**config.mk**
```make
export PLATFORM = sky130hd
export DESIGN_NAME = decode
export DESIGN_NICKNAME = d
export VERILOG_FILES = /design/src/rtl/decode.sv
export SDC_FILE = /design/constraint.sdc
export NUM_CORES = 2
export LEC_CHECK = 0
export BUFFER_PORTS_ARGS = -buffer_cell sky130_fd_sc_hd__buf_2
export CAP_MARGIN = 10
export CORE_MARGIN = 2
export CORE_UTILIZATION = 48
export CTS_BUF_LIST = sky130_fd_sc_hd__clkbuf_8
export DETAILED_ROUTE_END_ITERATION = 8
export SKIP_LAST_GASP = 1
export SLEW_MARGIN = 25
export SYNTH_ARGS = -nofsm -noshare
export SYNTH_HDL_FRONTEND = slang
export SYNTH_SLANG_ARGS = --single-unit
```
**constraint.sdc**
```tcl
create_clock -name clk -period 2.4 [get_ports clk]
set_clock_uncertainty 0.05 [all_clocks]
set_input_delay 0 -clock clk [delete_from_list [all_inputs] [get_ports clk]]
set_output_delay 0 -clock clk [all_outputs]
set_load 0.05 [all_outputs]
```
**src/rtl/decode.sv**
```systemverilog
// Decode/register-read stage: latches op/operands on STATE_ID, commits write-back on STATE_WB; one-cycle latency, no backpressure.
// Optional sticky illegal-instruction flag enabled by defining DECODE_ILLEGAL_EN.
module decode #(
   parameter int DATA_W   = 32,
   parameter int RETIRE_W = 8
) (
   input  logic                clk,
   input  logic                rst_n,
   input  logic [2:0]          state,
   input  logic [31:0]         instruction,
   input  logic                wb_en,
   input  logic [4:0]          wb_addr,
   input  logic [DATA_W-1:0]   wb_data,
   output logic [1:0]          op,
   output logic [DATA_W-1:0]   src1,
   output logic [DATA_W-1:0]   src2,
   output logic [4:0]          dest,
   output logic                illegal,
   output logic [RETIRE_W-1:0] retired
);

   // Encodings shared with state_defs.v of the processor.
   localparam logic [2:0] STATE_ID = 3'd1;
   localparam logic [2:0] STATE_WB = 3'd4;

   localparam logic [1:0] OP_NOP   = 2'd0;
   localparam logic [1:0] OP_ADDIU = 2'd1;
   localparam logic [1:0] OP_ADDU  = 2'd2;
   localparam logic [1:0] OP_SUBU  = 2'd3;

   logic [5:0]  opcode;
   logic [4:0]  rs, rt, rd;
   logic [5:0]  funct;
   logic [15:0] imm16;
   logic [4:0]  unused_shamt;

   assign opcode       = instruction[31:26];
   assign rs           = instruction[25:21];
   assign rt           = instruction[20:16];
   assign rd           = instruction[15:11];
   assign unused_shamt = instruction[10:6];
   assign funct        = instruction[5:0];
   assign imm16        = instruction[15:0];

   logic [DATA_W-1:0]   regs_q [32];
   logic [DATA_W-1:0]   regs_d [32];
   logic [1:0]          op_q, op_d;
   logic [DATA_W-1:0]   src1_q, src1_d;
   logic [DATA_W-1:0]   src2_q, src2_d;
   logic [4:0]          dest_q, dest_d;
   logic [RETIRE_W-1:0] retired_q, retired_d;
   logic [DATA_W-1:0]   rs_val, rt_val;
   logic                is_nop;

   assign rs_val = (rs == 5'd0) ? '0 : regs_q[rs];
   assign rt_val = (rt == 5'd0) ? '0 : regs_q[rt];

   always_comb begin
      op_d      = op_q;
      src1_d    = src1_q;
      src2_d    = src2_q;
      dest_d    = dest_q;
      retired_d = retired_q;
      regs_d    = regs_q;
      is_nop    = 1'b0;

      if (state == STATE_ID) begin
         op_d   = OP_NOP;
         src1_d = '0;
         src2_d = '0;
         dest_d = '0;
         if (opcode == 6'b001001) begin
            op_d   = OP_ADDIU;
            src1_d = rs_val;
            src2_d = {{(DATA_W-16){imm16[15]}}, imm16};
            dest_d = rt;
         end else if (opcode == 6'b000000 && funct == 6'b100001) begin
            op_d   = OP_ADDU;
            src1_d = rs_val;
            src2_d = rt_val;
            dest_d = rd;
         end else if (opcode == 6'b000000 && funct == 6'b100011) begin
            op_d   = OP_SUBU;
            src1_d = rs_val;
            src2_d = rt_val;
            dest_d = rd;
         end else begin
            is_nop = 1'b1;
         end
      end

      // Writes to reg 0 are dropped but still count as retired.
      if (state == STATE_WB && wb_en) begin
         if (wb_addr != 5'd0) begin
            regs_d[wb_addr] = wb_data;
         end
         retired_d = retired_q + RETIRE_W'(1);
      end
   end

   always_ff @(posedge clk or negedge rst_n) begin
      if (!rst_n) begin
         op_q      <= OP_NOP;
         src1_q    <= '0;
         src2_q    <= '0;
         dest_q    <= '0;
         retired_q <= '0;
         regs_q    <= '{default: '0};
      end else begin
         op_q      <= op_d;
         src1_q    <= src1_d;
         src2_q    <= src2_d;
         dest_q    <= dest_d;
         retired_q <= retired_d;
         regs_q    <= regs_d;
      end
   end

`ifdef DECODE_ILLEGAL_EN
   logic illegal_q, illegal_d;

   // All-zero word is the canonical NOP and never flags.
   always_comb begin
      illegal_d = illegal_q | (is_nop && instruction != 32'h0);
   end

   always_ff @(posedge clk or negedge rst_n) begin
      if (!rst_n) begin
         illegal_q <= 1'b0;
      end else begin
         illegal_q <= illegal_d;
      end
   end

   assign illegal = illegal_q;
`else
   logic unused_is_nop;
   assign unused_is_nop = is_nop;
   assign illegal       = 1'b0;
`endif

   assign op      = op_q;
   assign src1    = src1_q;
   assign src2    = src2_q;
   assign dest    = dest_q;
   assign retired = retired_q;

endmodule

```
Word-level counts from Yosys, hierarchy flattened
Cells that the tools add are included.
{"block": "op_classes", "eq_ne": 5, "n_bitwise": 3, "n_lt_le_gt_ge": 4, "n_addsub": 1, "reduce_logical": 9, "n_mux": 23}
{"cell": "$bwmux W1024", "count": 1}
{"cell": "$mux W32", "count": 13}
{"cell": "$bmux W32 S5", "count": 2}
{"cell": "$demux W32 S5", "count": 1}
{"cell": "$ge A6 B6 Y1 const B", "count": 3}
{"cell": "$not A5 Y6", "count": 3}
{"cell": "$mux W5", "count": 3}
{"cell": "$eq A6 B6 Y1 const B", "count": 2}
{"cell": "$logic_not A5 Y1", "count": 2}
{"cell": "$add A8 B1 Y8 const B", "count": 1}
{"cell": "$eq A6 B4 Y1 const B", "count": 1}
{"cell": "$logic_not A6 Y1", "count": 1}
{"cell": "$lt A6 B1 Y1 const B", "count": 1}
{"cell": "$mux W2", "count": 3}
{"cell": "$reduce_bool A5 Y1", "count": 1}
{"cell": "$logic_and A1 B1 Y1", "count": 4}
{"cell": "$eq A3 B1 Y1 const B", "count": 1}
{"cell": "$eq A3 B3 Y1 const B", "count": 1}
{"cell": "$reduce_and A2 Y1", "count": 1}
{"block": "word_totals", "regBits": 1103, "out_inout_bits": 80}

Depth between registers and ports, before layout
{"block": "logic_depth", "ltp_word": 8, "ltp_mapped": 9}

Least setup slack after synthesis
Ideal clock, no wire load.
{"block": "synth_timing", "path_type": "input-to-reg", "start": "input instruction[21]", "end": "register src1_q[30], in the netlist src1[30]", "setup_slack_ns": 0.494, "required_time_ns": 2.226, "t_arrival_ns": 1.732, "n_path_buf": 4, "cell_stages": 8, "cell_sequence": "buf_2 buf_6 buf_6 buf_2 mux4_2 mux2_2 o211ai_1 nand2_1"}
{"block": "synth_between", "elab_chain_len": 8, "word_cells_on_any_way": 9, "classes_between": "mux: 7; bitwise: 1; reduce/logical: 1"}
{"element": "start: declaration", "line": "10", "source": "input logic [31:0] instruction,"}
{"element": "$not A5 Y6 (implied by the code)", "line": "55", "source": "assign rs_val = (rs == 5'd0) ? '0 : regs_q[rs];"}
{"element": "$bmux W32 S5", "line": "55"}
{"element": "$mux W32 (implied by the code) (2 in a row)", "line": "55"}
{"element": "$mux W32 *", "line": "55"}
{"element": "$mux W32", "line": "82", "source": "end else if (opcode == 6'b000000 && funct == 6'b100011) begin"}
{"element": "$mux W32", "line": "77", "source": "end else if (opcode == 6'b000000 && funct == 6'b100001) begin"}
{"element": "$mux W32 *", "line": "72", "source": "if (opcode == 6'b001001) begin"}
{"element": "end signal: assignment", "line": "111", "source": "src1_q <= src1_d;"}
{"element": "end: declaration", "line": "48", "source": "logic [DATA_W-1:0] src1_q, src1_d;"}
Every way passes the cells marked *; elsewhere a longest branch is shown, timed or not. The select of a mux whose other input is x is not followed.
A chain may end at the register's enable or synchronous reset.

Final worst setup path
{"block": "layout_timing", "start": "input state[1]", "end": "register regs_q[604] in the netlist's numbering"}
{"block": "layout_between", "elab_chain_len": 3}
{"element": "start: declaration", "line": "9", "source": "input logic [2:0] state,"}
{"element": "$eq A3 B3 Y1", "line": "93", "source": "if (state == STATE_WB && wb_en) begin"}
{"element": "$logic_and A1 B1 Y1", "line": "93"}
{"element": "$reduce_and A2 Y1 (no line)"}
{"element": "end signal: assignment", "line": "115", "source": "regs_q <= regs_d;"}
{"element": "end: declaration", "line": "45", "source": "logic [DATA_W-1:0] regs_q [32];"}
No other way between the ends.

==> flow_summary_export.csv <==
group,metric,value,unit
synth,synth_seq_area_share,48.1,%
routing,drc,0,
layout,layout-drive-gt1-share,57.1,%
synth,synth.top_cell.area_share,48.1,%
sta,finalMaxSlewViolations,0,
synth,ys_ff_latch,1103,
global_route,grt_max_degree,96,
cts,clk_path_buf_depth,3,
power,power_leakage,31.2,nW
synth,synthFlopType,"dfrtp_1",
floorplan,coreArea,0.118,mm^2
synth,yosysWarnings,0,
synth,synth_area,0.0574,mm^2
place,place_area,0.0618,mm^2
layout,final_util,56.6,%
synth,synth_fp_nets,3728,
layout,nNetsFinal,4035,
layout,nFillCells,9235,
sta,fin_crit_sh,96.8,%
routing,dr.pass1.iters,5,
cts,numCtsBuffers,191,
sta,rsz0062_at_grt,"no",
synth,ys_types,51,
sta,post-route-min-period,2320,ps
synth,synth_edf_count,0,
global_route,grt_pass1_vias,39800,
setup_path,cp-start-kind,"input port",
routing,dr_total_vias,36600,
place,portBuffers,153,
floorplan,die_area,0.122,mm^2
routing,ant_nets,0,
layout,postLayoutCellArea,0.0671,mm^2
sta,hold_viol,0,
global_route,grt_pass1_wl,271000,um
layout,multi_input_area,0.0281,mm^2
cts,cts_tree,"yes",
sta,setup_viol,0,
layout,regArea,0.0276,mm^2
power,p_per_area,636,mW/mm^2
cts,post_cts_buffers,0,
setup_path,endpoint_kind,"flip-flop",
routing,wl_per_cell,31.8,um
synth,synth.most_common_cell,"dfrtp_1",
cts,clockRootBuffer,"clkbuf_8",
floorplan,rows,126,
synth,synth_cells,3652,
global_route,gr-total-overflow,0,
setup_path,crit_type,"in -> reg",
power,vdd_drop_max,0.000622,V
global_route,antenna_found_initial,6,
cts,clk_latency,920,ps
synth,yosysTopAreaCell,"dfrtp_1",
routing,vias_per_cell,6.41,
floorplan,dieWidth,350,um
run,max_cap_violations,0,
floorplan,fp.dieH,350,um
place,gp_congestion,0.826,
cts,cts.sinks,1103,
synth,ys_top_cells_by_count,"dfrtp_1 (1103), mux2_2 (1063), mux4_2 (560)",
cts,clk_pin_slew,60,ps
sta,max_freq,431,MHz
routing,wl,182000,um
routing,drt_iter0_markers,3263,
sta,worst_pin_slew,815,ps
min_path,min_path_type,"in -> reg",
sta,maxSlewHeadroom,45.7,%
layout,area.growth.synth_to_final,16.8,%
floorplan,io-pin-count,155,
cts,h-tree-depth,4,
synth,synth_area_per_cell,15.7,um^2
setup_path,cp_max_fo,8,
place,hpwl,113000,um
setup_path,cp.required,3120,ps
floorplan,initial_utilization,48.5,%
global_route,grt_usage,30.4,%
setup_path,cp.arrival,3050,ps
outcome,status,"finished clean",
synth,async_flop_share,100,%
synth,synthTopCellsByArea,"dfrtp_1 (48%), mux4_2 (22%), mux2_2 (21%)",
==> worst max-delay path, stage by stage <==
cell and delay [ps]:
dlygate4sd3_1 550, buf_2 170, nor4bb_2 390, buf_4 270, nand2_2 140, nor2_2 270, nand2_2 130, dlygate4sd3_1 600
buf_4 230, mux2_2 290
==> final cells by class <==
type | instances | share of cell area, %
clock buffer | 246 | 5.05
sequential | 1103 | 41.2
antenna | 3 | 0.0112
tap | 1600 | 2.99
multi-input combinational | 2122 | 41.9
inverter | 15 | 0.0840
timing repair buffer | 526 | 8.07
clock inverter | 93 | 0.771
==> through the flow <==
| step | worst slack (ps) | hold slack (ps) | power (mW) | instances | setup TNS, ps |
|---|---|---|---|---|---|
| final | 77.9 | 121 | 42.6 | 5708 | 0 |
| after global routing | 27.7 | 102 | 44.3 | 5707 | 0 |
| after CTS | 32.6 | 25.0 | 43.0 | 5706 | 0 |
| after detailed placement | -7.69 | -26.2 | 25.3 | 5233 | -7.69 |
| after global placement | -223 | -36.3 | 25.1 | 5233 | -3010 |
| after floorplan | 494 | -346 | 23.4 | 3652 | 0 |
==> report_power, final <==
part | internal, mW | switching [mW]
clock network | 9.40 | 8.09
logic | 2.40 | 2.55
registers | 19.5 | 0.694
total | 31.3 | 11.3
==> layer usage <==
| metal | global-route usage (%) | vias up | part of all wire, % |
|---|---|---|---|
| met1 | 41.2 | 19900 | 41 |
| met4 | 11.5 | 2 | 3.8 |
| li1 | - | 14700 | - |
| met3 | 6.83 | 411 | 7.2 |
| met5 | 0 | - | 0.0072 |
| met2 | 48.2 | 1540 | 47 |
==> cell families after synthesis <==
kind of cell / count (synthesis) / synth area share [%]
AOI/OAI and AO/OA: 176 / 2.17
xor gates and xnor gates: 7 / 0.107
adders and majority gates: 1 / 0.0218
buffers and inverters: 427 / 3.47
DFF: 1103 / 48.1
muxes: 1712 / 44.4
other: 1 / 0.00653
and+or+nand+nor: 225 / 1.74
==> timing repair <==
action                                   CTS  global route
hold buffers                             134             0
endpoints found under the hold margin   2174             0
gates resized for setup                    0             6
endpoints found under the setup margin     0            24
==> sequential cells by signal (all words and copies together) (netlist names) <==
| signal | cells |
|---|---|
| regs_q | 1024 |
| src1 | 32 |
| retired | 8 |
| op | 2 |
| src2 | 32 |
| dest | 5 |
==> placed cells by master (no fill, tap or decap), types with 48 or more instances in the layout <==
cell type	count
buf_12	114
nand2_1	128
buf_4	127
mux2i_1	82
inv_1	76
dlygate4sd3_1	131
buf_2	144
o21ai_0	48
mux4_2	560
dfrtp_1	1103
clkbuf_8	246
mux2_2	1063
==> worst paths after layout <==
| check | startpoint | to | slack [ps] | cells after the start |
|---|---|---|---|---|
| setup / recovery | state[1] | regs_q[604] | 80 | 10 |
| hold / removal | instruction[23] | src1[31] | 120 | 5 |
| setup reg to reg | regs_q[7] | src2[7] | 130 | 5 |
| hold reg to reg | regs_q[1022] | regs_q[1022] | 340 | 0 |
| max in group asynchronous | rst_n | regs_q[1012] | 1030 | 6 |
| min in group asynchronous | rst_n | regs_q[480] | 360 | 4 |
(Power assumes the default switching activity.)
